<file path="config.mk">
export PLATFORM = sky130hd
export DESIGN_NAME = tone_seq_channels_flat
export DESIGN_NICKNAME = d
export VERILOG_FILES = /design/src/rtl/tone_seq_channels_if.sv /design/src/rtl/tone_seq_channels.sv /design/src/flat_wrapper.sv
export SDC_FILE = /design/constraint.sdc
export NUM_CORES = 1
export LEC_CHECK = 0
export BUFFER_PORTS_ARGS = -buffer_cell sky130_fd_sc_hd__clkbuf_2
export CAP_MARGIN = 20
export CELL_PAD_IN_SITES_DETAIL_PLACEMENT = 1
export CELL_PAD_IN_SITES_GLOBAL_PLACEMENT = 1
export CORE_MARGIN = 1.5
export CORE_UTILIZATION = 47
export DETAILED_ROUTE_END_ITERATION = 7
export PLACE_DENSITY = 0.86
export SLEW_MARGIN = 20
export SYNTH_ARGS = -nofsm -noshare
export SYNTH_HDL_FRONTEND = slang
export SYNTH_SLANG_ARGS = --single-unit
</file>
<file path="constraint.sdc">
create_clock -name clk -period 4.5 [get_ports clk]
set_input_delay 0.9 -clock clk [delete_from_list [all_inputs] [get_ports clk]]
set_output_delay 0.9 -clock clk [all_outputs]
set_load 0.01 [all_outputs]
</file>
<file path="src/rtl/tone_seq_channels_if.sv">
// Command and status bundle for the tone sequencer: one write port in, per-channel status out.
interface tone_seq_channels_if #(
    parameter int CHANNELS  = 4,
    parameter int DIV_WIDTH = 24,
    parameter int DUR_WIDTH = 16,
    parameter int CH_W      = (CHANNELS > 1) ? $clog2(CHANNELS) : 1
);
    logic                 wr_en;
    logic [CH_W-1:0]      wr_ch;
    logic [DIV_WIDTH-1:0] wr_half_period;
    logic [DUR_WIDTH-1:0] wr_duration;
    logic [CHANNELS-1:0]  tone_out;
    logic [CHANNELS-1:0]  busy;
    logic [CHANNELS-1:0]  done;

    modport master (
        output wr_en, wr_ch, wr_half_period, wr_duration,
        input  tone_out, busy, done
    );

    modport slave (
        input  wr_en, wr_ch, wr_half_period, wr_duration,
        output tone_out, busy, done
    );
endinterface

</file>
<file path="src/rtl/tone_seq_channels.sv">
// Multi-channel square-wave tone sequencer with per-channel timed notes and a shared ms-tick prescaler.
// Latency: commands take effect at the sampling edge; no backpressure, every in-range command is accepted.
module tone_seq_channels #(
    parameter int CHANNELS  = 4,
    parameter int DIV_WIDTH = 24,
    parameter int DUR_WIDTH = 16,
    parameter int TICK_DIV  = 50000,
    parameter int CH_W      = (CHANNELS > 1) ? $clog2(CHANNELS) : 1
) (
    input  logic              clk,
    input  logic              reset,
    tone_seq_channels_if.slave bus
);
    localparam int PW = $clog2(TICK_DIV);

    typedef enum logic {IDLE, PLAYING} state_e;

    logic [PW-1:0]        presc_q, presc_d;
    logic                 tick;

    state_e               state_q [CHANNELS];
    state_e               state_d [CHANNELS];
    logic [DIV_WIDTH-1:0] hp_q    [CHANNELS];
    logic [DIV_WIDTH-1:0] hp_d    [CHANNELS];
    logic [DIV_WIDTH-1:0] div_q   [CHANNELS];
    logic [DIV_WIDTH-1:0] div_d   [CHANNELS];
    logic [DUR_WIDTH-1:0] dur_q   [CHANNELS];
    logic [DUR_WIDTH-1:0] dur_d   [CHANNELS];
    logic [DUR_WIDTH-1:0] rem_q   [CHANNELS];
    logic [DUR_WIDTH-1:0] rem_d   [CHANNELS];
    logic [CHANNELS-1:0]  tone_q, tone_d;
    logic [CHANNELS-1:0]  done_q, done_d;
    logic [CHANNELS-1:0]  busy_w;

    always_comb begin
        tick    = (presc_q == PW'(TICK_DIV - 1));
        presc_d = tick ? '0 : presc_q + PW'(1);
    end

    always_comb begin
        state_d = state_q;
        hp_d    = hp_q;
        div_d   = div_q;
        dur_d   = dur_q;
        rem_d   = rem_q;
        tone_d  = tone_q;
        done_d  = '0;
        for (int i = 0; i < CHANNELS; i++) begin
            // Out-of-range channel numbers match no loop index and are dropped.
            if (bus.wr_en && (bus.wr_ch == CH_W'(i))) begin
                if (bus.wr_half_period != '0) begin
                    state_d[i] = PLAYING;
                    hp_d[i]    = bus.wr_half_period;
                    dur_d[i]   = bus.wr_duration;
                    rem_d[i]   = bus.wr_duration;
                    div_d[i]   = '0;
                    tone_d[i]  = 1'b0;
                end else begin
                    state_d[i] = IDLE;
                    tone_d[i]  = 1'b0;
                end
            end else if (state_q[i] == PLAYING) begin
                if (tick && (dur_q[i] != '0) && (rem_q[i] == DUR_WIDTH'(1))) begin
                    state_d[i] = IDLE;
                    tone_d[i]  = 1'b0;
                    done_d[i]  = 1'b1;
                    rem_d[i]   = '0;
                end else begin
                    if (tick && (dur_q[i] != '0)) begin
                        rem_d[i] = rem_q[i] - DUR_WIDTH'(1);
                    end
                    if (div_q[i] == (hp_q[i] - DIV_WIDTH'(1))) begin
                        div_d[i]  = '0;
                        tone_d[i] = ~tone_q[i];
                    end else begin
                        div_d[i]  = div_q[i] + DIV_WIDTH'(1);
                    end
                end
            end
        end
    end

    always_ff @(posedge clk) begin
        if (reset) begin
            presc_q <= '0;
            tone_q  <= '0;
            done_q  <= '0;
            for (int i = 0; i < CHANNELS; i++) begin
                state_q[i] <= IDLE;
                hp_q[i]    <= '0;
                div_q[i]   <= '0;
                dur_q[i]   <= '0;
                rem_q[i]   <= '0;
            end
        end else begin
            presc_q <= presc_d;
            tone_q  <= tone_d;
            done_q  <= done_d;
            for (int i = 0; i < CHANNELS; i++) begin
                state_q[i] <= state_d[i];
                hp_q[i]    <= hp_d[i];
                div_q[i]   <= div_d[i];
                dur_q[i]   <= dur_d[i];
                rem_q[i]   <= rem_d[i];
            end
        end
    end

    always_comb begin
        busy_w = '0;
        for (int i = 0; i < CHANNELS; i++) begin
            busy_w[i] = (state_q[i] == PLAYING);
        end
    end

    assign bus.tone_out = tone_q;
    assign bus.busy     = busy_w;
    assign bus.done     = done_q;
endmodule

</file>
<file path="src/flat_wrapper.sv">
// flat-port wrapper written by rule: the top's interface ports become plain ports
module tone_seq_channels_flat 
#(
    parameter int CHANNELS  = 4,
    parameter int DIV_WIDTH = 24,
    parameter int DUR_WIDTH = 16,
    parameter int TICK_DIV  = 50000,
    parameter int CH_W      = (CHANNELS > 1) ? $clog2(CHANNELS) : 1
)
  (clk, reset, bus_wr_en, bus_wr_ch, bus_wr_half_period, bus_wr_duration, bus_tone_out, bus_busy, bus_done);
  tone_seq_channels_if #(.CHANNELS(CHANNELS), .DIV_WIDTH(DIV_WIDTH), .DUR_WIDTH(DUR_WIDTH), .CH_W(CH_W)) bus_i ();
  input  logic clk;
  input  logic reset;
  input wire logic [$bits(bus_i.wr_en)-1:0] bus_wr_en;
  input wire logic [$bits(bus_i.wr_ch)-1:0] bus_wr_ch;
  input wire logic [$bits(bus_i.wr_half_period)-1:0] bus_wr_half_period;
  input wire logic [$bits(bus_i.wr_duration)-1:0] bus_wr_duration;
  output wire logic [$bits(bus_i.tone_out)-1:0] bus_tone_out;
  output wire logic [$bits(bus_i.busy)-1:0] bus_busy;
  output wire logic [$bits(bus_i.done)-1:0] bus_done;
  assign bus_i.wr_en = bus_wr_en;
  assign bus_i.wr_ch = bus_wr_ch;
  assign bus_i.wr_half_period = bus_wr_half_period;
  assign bus_i.wr_duration = bus_wr_duration;
  assign bus_tone_out = bus_i.tone_out;
  assign bus_busy = bus_i.busy;
  assign bus_done = bus_i.done;
  tone_seq_channels #(.CHANNELS(CHANNELS), .DIV_WIDTH(DIV_WIDTH), .DUR_WIDTH(DUR_WIDTH), .TICK_DIV(TICK_DIV), .CH_W(CH_W)) u_core (.clk(clk), .reset(reset), .bus(bus_i));
endmodule
</file>
Word level (Yosys, flattened, before mapping)
Index checks and enable logic that the tools add are counted.

$add $sub $neg: 13. $mul: 0. Div/mod/pow operators: 0. $lt $le $gt $ge: 0. Equal/unequal tests: 20. Shift-type cells: 0. Mux-type cells: 59. Bitwise operators: 8. Reduce and logical (&&, ||, !) cells: 55.

Operator list (count): $mux 24 (17); $mux 16 (17); $add 24x1->24 const B (4); $eq 24x24->1 (4); $sub 24x1->24 const B (4); $eq 16x1->1 const B (4); $reduce_bool 16->1 (4); $sub 16x1->16 const B (4); $mux 1 (25); $reduce_and 3->1 (8); $reduce_bool 24->1 (1); $add 16x1->16 const B (1); $eq 16x16->1 const B (1); $reduce_and 2->1 (8); $reduce_bool 2->1 (8); $logic_and 1x1->1 (12); $reduce_bool 3->1 (4); $reduce_or 3->1 (4); $reduce_or 2->1 (5); $ne 2x1->1 const B (4); $ne 2x2->1 const B (4); $not 1->1 (8); $eq 2x2->1 const B (2); $eq 2x1->1 const B (1); $logic_not 2->1 (1).

Register bits: 348. Latch bits: 0. RAM bits: 0. ROM bits: 0. Output and inout bits: 12. Memories: 0.

Depth between registers and ports, before layout
Depth in word-level cells: 6. Mapped depth: 13.

Worst setup path before layout
Ideal clock, no wire load.

Path type: reg2reg. Start point: register u_core.hp_q[0] in the netlist's numbering. End point: register u_core.div_q[9] in the netlist's numbering. Library setup time: 0.124 ns. Data arrival time: 3.225 ns. Required time: 4.376 ns. Setup slack: 1.150 ns. Stages on the path, launching flop included: 14. Cells stage by stage: dfxtp_1 > inv_1 > ha_1 > or4b_1 > buf_4 > a2111oi_4 > a41o_2 > o221ai_2 > or4_1 > or4b_1 > buf_6 > buf_6 > a31oi_1 > o22ai_1.

Word-level cells in the longest chain between the ends: 6.

Ends and longest elaborated chain: start: declaration (line tone_seq_channels.sv:23) `logic [DIV_WIDTH-1:0] hp_q [CHANNELS];`; start signal: indexed assignment (line tone_seq_channels.sv:101) `hp_q[i] <= hp_d[i];`; $sub 24x1->24 (line tone_seq_channels.sv:72) `if (div_q[i] == (hp_q[i] - DIV_WIDTH'(1))) begin`; $eq 24x24->1 (line tone_seq_channels.sv:72); $mux 24 (line tone_seq_channels.sv:72); $mux 24 (line tone_seq_channels.sv:63) `if (tick && (dur_q[i] != '0) && (rem_q[i] == DUR_WIDTH'(1))) begin`; $mux 24 (line tone_seq_channels.sv:62) `end else if (state_q[i] == PLAYING) begin`; $mux 24 (line tone_seq_channels.sv:50) `if (bus.wr_en && (bus.wr_ch == CH_W'(i))) begin`; end signal: indexed assignment (line tone_seq_channels.sv:102) `div_q[i] <= div_d[i];`; end: declaration (line tone_seq_channels.sv:25) `logic [DIV_WIDTH-1:0] div_q [CHANNELS];`.

Every way passes these cells. The select of a mux whose other input is x is not followed. A chain may end at the register's enable or synchronous reset.

Final worst setup path
Start point: register u_core.hp_q[0] in the netlist's numbering. End point: register u_core.div_q[10] in the netlist's numbering.

The elaborated chain is that of the path after synthesis.

==> flow_summary.rst <==
.. list-table::
   :header-rows: 1

   * - Metric
     - Value
   * - Run status
     - complete, no violations
   * - Yosys warns
     - 0
   * - Die area
     - 0.0428 mm2
   * - Average vias per placed instance
     - 6.30
   * - Number of standard cells after synthesis
     - 2585
   * - Sw Share
     - 0.291
   * - Path depth of the worst reg2reg path
     - 10
   * - Fraction of synthesis flops using an asynchronous set or reset pin
     - 0
   * - Worst min-delay path startpoint
     - u_core.dur_q[3]
   * - Worst-case register-to-register setup slack
     - 0.45 ns
   * - Yosys cell types
     - 79
   * - Routability Congestion
     - 0.930
   * - Starting density of the core
     - 0.478
   * - Total via count in the routed design
     - 19600
   * - Clock tree from TritonCTS
     - yes
   * - Number of core rows
     - 74
   * - Number of pins with negative max-slew slack in the final report
     - 0
   * - Number of buffers added on ports
     - 56
   * - Clock-pin slew reported for the worst setup and hold paths after clock tree synthesis
     - 0.06 ns
   * - Cell count after placement
     - 3036
   * - Count of final hold-check violations
     - 0
   * - Hold Path End
     - u_core.dur_q[3]
   * - LEAKAGE
     - 7.85 nW
   * - Global router's overall resource usage
     - 0.313
   * - Reg2reg end
     - u_core.div_q[10]
   * - Internal power
     - 5.75 mW
   * - Die extent in y
     - 207 um
   * - Top flip-flop cell by instance count after synthesis
     - sky130_fd_sc_hd__dfxtp_1
   * - Number of enable flip-flop cells after synthesis
     - 0
   * - Family with the most delay on the worst path
     - simple AND/OR/NAND/NOR gates
   * - Maximum number of pins on one net before global-route repair
     - 100
   * - Max-slew headroom at the worst pin
     - 0.303
   * - Die width
     - 207 um
   * - Hold Path Stages
     - 2
   * - Starting DRC count in detailed routing
     - 1246
   * - Antenna violations before repair
     - 0
   * - Mapped Avg Cell Area
     - 7.57 um2
   * - Crit path max-delay cell type
     - sky130_fd_sc_hd__or4b_1
   * - ANT cells
     - 0
   * - Largest stage delay on the critical path
     - 0.88 ns
   * - MaxCap Viol Count
     - 0
   * - Residual DRC
     - 0
   * - Root buffer selected by CTS
     - sky130_fd_sc_hd__clkbuf_16
   * - Number of global-route vias before repair
     - 20200
   * - RSZ-0062 raised after global routing
     - false
   * - Post-CTS Setup Inserts
     - 0
   * - Most prevalent standard cell on the critical path
     - sky130_fd_sc_hd__or4b_1
   * - Global-route wire length before repair
     - 107000 um
   * - Min cycle time layout
     - 4.05 ns
   * - Share of the clock period used by the worst path after layout
     - 0.900
   * - Number of failing setup endpoints in the final timing report
     - 0
   * - Sw power
     - 2.36 mW
   * - CTS H-Tree Depth
     - 2
   * - Post-cts repair resize count
     - 0
   * - Endpoint type of the worst setup path
     - flop
   * - Synthesized Nets
     - 2647
   * - P&R area growth vs syn
     - 10.4%
   * - Fraction of power consumed by combinational cells
     - 0.151
   * - Hold Crit Class
     - reg -> reg
   * - Number of nets in the layout
     - 2611
   * - Post-detailed-route wirelength per cell
     - 21.7 um
   * - Proportion of power drawn by the clock network
     - 0.445
   * - Detail Route Antenna Nets
     - 0
   * - Number of standard cells in the final layout excluding fillers
     - 3113
   * - Worst-case clock skew
     - 0.0294 ns
   * - Total clock sinks
     - 348
   * - Highest net fanout along the worst path
     - 19
   * - Worst hold slack
     - 0.457 ns
   * - Number of buffers created by CTS
     - 41
   * - Longest Clk Path Bufs
     - 3
   * - PwrDens
     - 375 mW/mm2
   * - Crit path required time
     - 4.94 ns
   * - Fin Setup TNS
     - 0 ns
   * - Startpoint Class
     - flop
   * - Router iterations before antenna repair
     - 5
   * - Core area
     - 0.0409 mm2
   * - Detailed Route WL
     - 67400 um
   * - Cell Chain, Critical Path
     - inv_1, ha_1, or4b_1, a2111oi_4, a41o_2, o221ai_2, or4_1, or4b_1, nand2_4, o211ai_1
   * - Buffers & Inverters on Critical Path
     - 1
   * - Max Fclk
     - 247 MHz
   * - Worst reg2reg startpoint
     - u_core.hp_q[0]
   * - Type of the setup path with the least slack
     - reg -> reg
   * - Portion of total power attributed to sequential cells
     - 0.404
   * - Overflow left after global routing
     - 0
   * - Worst path arrival time
     - 4.49 ns
   * - Share of post-route cells with drive strength above 1
     - 0.0810
   * - Maximum resistive drop on vdd
     - 265 uV
   * - Detailed placer's ending HPWL
     - 46600 um
   * - Actual slew at the worst max-slew pin
     - 1.04 ns
   * - I/O Pins
     - 57
   * - Number of register bits inferred by synthesis
     - 348
   * - Cts-stage hold buffer count
     - 0
   * - Post-synth design cell area
     - 0.0196 mm2
   * - Clock latency on the worst-skew pair
     - 0.59 ns
   * - Sequential element share of the synthesized area
     - 0.356
-- registers in the layout, indices dropped and copies added, names as in the netlist --
signal               count
u_core.div_q            96
u_core.hp_q             96
u_core.dur_q            64
u_core.rem_q            64
u_core.presc_q          16
u_core.bus.busy          4
u_core.bus.done          4
u_core.bus.tone_out      4
-- through the flow --
stage                      util  total power [mW]  area, um2  setup WS, ns
after global placement    0.492              4.47      20100         0.607
final                     0.528              8.11      21600         0.448
after detailed placement  0.492              4.53      20100         0.480
after floorplan               -              4.18      19600          1.15
after global routing      0.528              8.40      21600         0.267
after CTS                 0.527              8.12      21600         0.497
-- power groups by stage --
stage	Combinational (mW)	Sequential [mW]	Clock, mW
after floorplan	0.882	3.30	0
after global placement	1.14	3.33	0
after detailed placement	1.19	3.34	0
after CTS	1.21	3.27	3.64
after global routing	1.34	3.29	3.77
final	1.22	3.28	3.60
-- area by class of cell --
| class | instances | area, um2 |
|---|---|---|
| Sequential cell | 348 | 6970 |
| Timing Repair Buffer | 89 | 558 |
| Fill cell | 5116 | 19300 |
| Clock inverter | 27 | 359 |
| Clock buffer | 48 | 1070 |
| Tap cell | 532 | 666 |
| Multi-Input combinational cell | 2004 | 11700 |
| Inverter | 65 | 244 |
-- tightest hold or removal path, cell delays in order (launching register included) --
cell	delay, ns
sky130_fd_sc_hd__dfxtp_1	0.31
sky130_fd_sc_hd__nand2_1	0.05
sky130_fd_sc_hd__a21oi_1	0.05
-- Yosys cell counts, types with 9 or more instances --
master,count,area (um2)
sky130_fd_sc_hd__nand2_1,449,1690
sky130_fd_sc_hd__dfxtp_1,348,6970
sky130_fd_sc_hd__nor2_1,269,1010
sky130_fd_sc_hd__a21oi_1,166,831
sky130_fd_sc_hd__clkbuf_1,137,514
sky130_fd_sc_hd__xor2_1,93,815
sky130_fd_sc_hd__o21ai_0,91,455
sky130_fd_sc_hd__xnor2_1,81,709
sky130_fd_sc_hd__nand3_1,74,370
sky130_fd_sc_hd__nor3_1,69,345
sky130_fd_sc_hd__inv_1,64,240
sky130_fd_sc_hd__nor4_1,58,363
sky130_fd_sc_hd__mux2i_1,52,521
sky130_fd_sc_hd__o211ai_1,52,390
sky130_fd_sc_hd__nand4_1,51,319
sky130_fd_sc_hd__a22oi_1,48,360
sky130_fd_sc_hd__or3_1,45,282
sky130_fd_sc_hd__and3_1,38,238
sky130_fd_sc_hd__a211oi_1,36,270
sky130_fd_sc_hd__o31ai_1,28,210
sky130_fd_sc_hd__or4_1,25,188
sky130_fd_sc_hd__a31oi_1,22,138
sky130_fd_sc_hd__or2_2,22,138
sky130_fd_sc_hd__ha_1,17,213
sky130_fd_sc_hd__nand3b_1,16,120
sky130_fd_sc_hd__and2_1,15,93.8
sky130_fd_sc_hd__clkbuf_2,12,60.1
sky130_fd_sc_hd__nor4b_1,12,105
sky130_fd_sc_hd__buf_1,11,41.3
sky130_fd_sc_hd__nand2b_1,10,62.6
sky130_fd_sc_hd__and4_1,9,78.8
sky130_fd_sc_hd__nor2b_1,9,56.3
-- cell families (layout without fill, tap and decap cells) --
family | Yosys count | after routing | share of synthesized area
AOI/OAI and AO/OA | 547 | 547 | 0.182
xor gates and xnor gates | 174 | 174 | 0.0779
adders and majority gates | 17 | 17 | 0.0109
buffers and inverters | 233 | 229 | 0.0474
DFF | 348 | 348 | 0.356
muxes | 56 | 56 | 0.0289
and+or+nand+nor | 1210 | 1210 | 0.297
-- per-layer routing --
layer	track usage	up-vias	wire, um
li1	-	9139	-
met2	0.541	583	32700
met3	0.0421	210	3360
met5	0	-	0
met4	0.163	0	3290
met1	0.377	9666	28100
-- worst max-delay path by stage --
stage / slack [ns] / start / endpoint / depth (start not counted)
3_5_place_dp: 0.48 / bus_wr_half_period[20] / u_core.rem_q[14] / 8
3_3_place_gp: 0.61 / bus_wr_half_period[20] / u_core.rem_q[14] / 8
4_1_cts: 0.50 / u_core.hp_q[0] / u_core.div_q[10] / 10
2_1_floorplan: 1.15 / u_core.hp_q[0] / u_core.div_q[9] / 13
5_1_grt: 0.27 / u_core.hp_q[0] / u_core.div_q[10] / 10
6_report: 0.45 / u_core.hp_q[0] / u_core.div_q[10] / 10
-- placed cells by master, fill, tap and decap left out, types with 52 or more instances in the layout --
master / instances
sky130_fd_sc_hd__clkbuf_2: 55
sky130_fd_sc_hd__xor2_1: 93
sky130_fd_sc_hd__mux2i_1: 52
sky130_fd_sc_hd__a21oi_1: 162
sky130_fd_sc_hd__xnor2_1: 81
sky130_fd_sc_hd__nand3_1: 74
sky130_fd_sc_hd__nor2_1: 269
sky130_fd_sc_hd__inv_1: 64
sky130_fd_sc_hd__nor4_1: 58
sky130_fd_sc_hd__nand2_1: 449
sky130_fd_sc_hd__nor3_1: 69
sky130_fd_sc_hd__o21ai_0: 91
sky130_fd_sc_hd__dfxtp_1: 348
sky130_fd_sc_hd__o211ai_1: 52
Note: power is estimated with default switching activity, not from simulation.
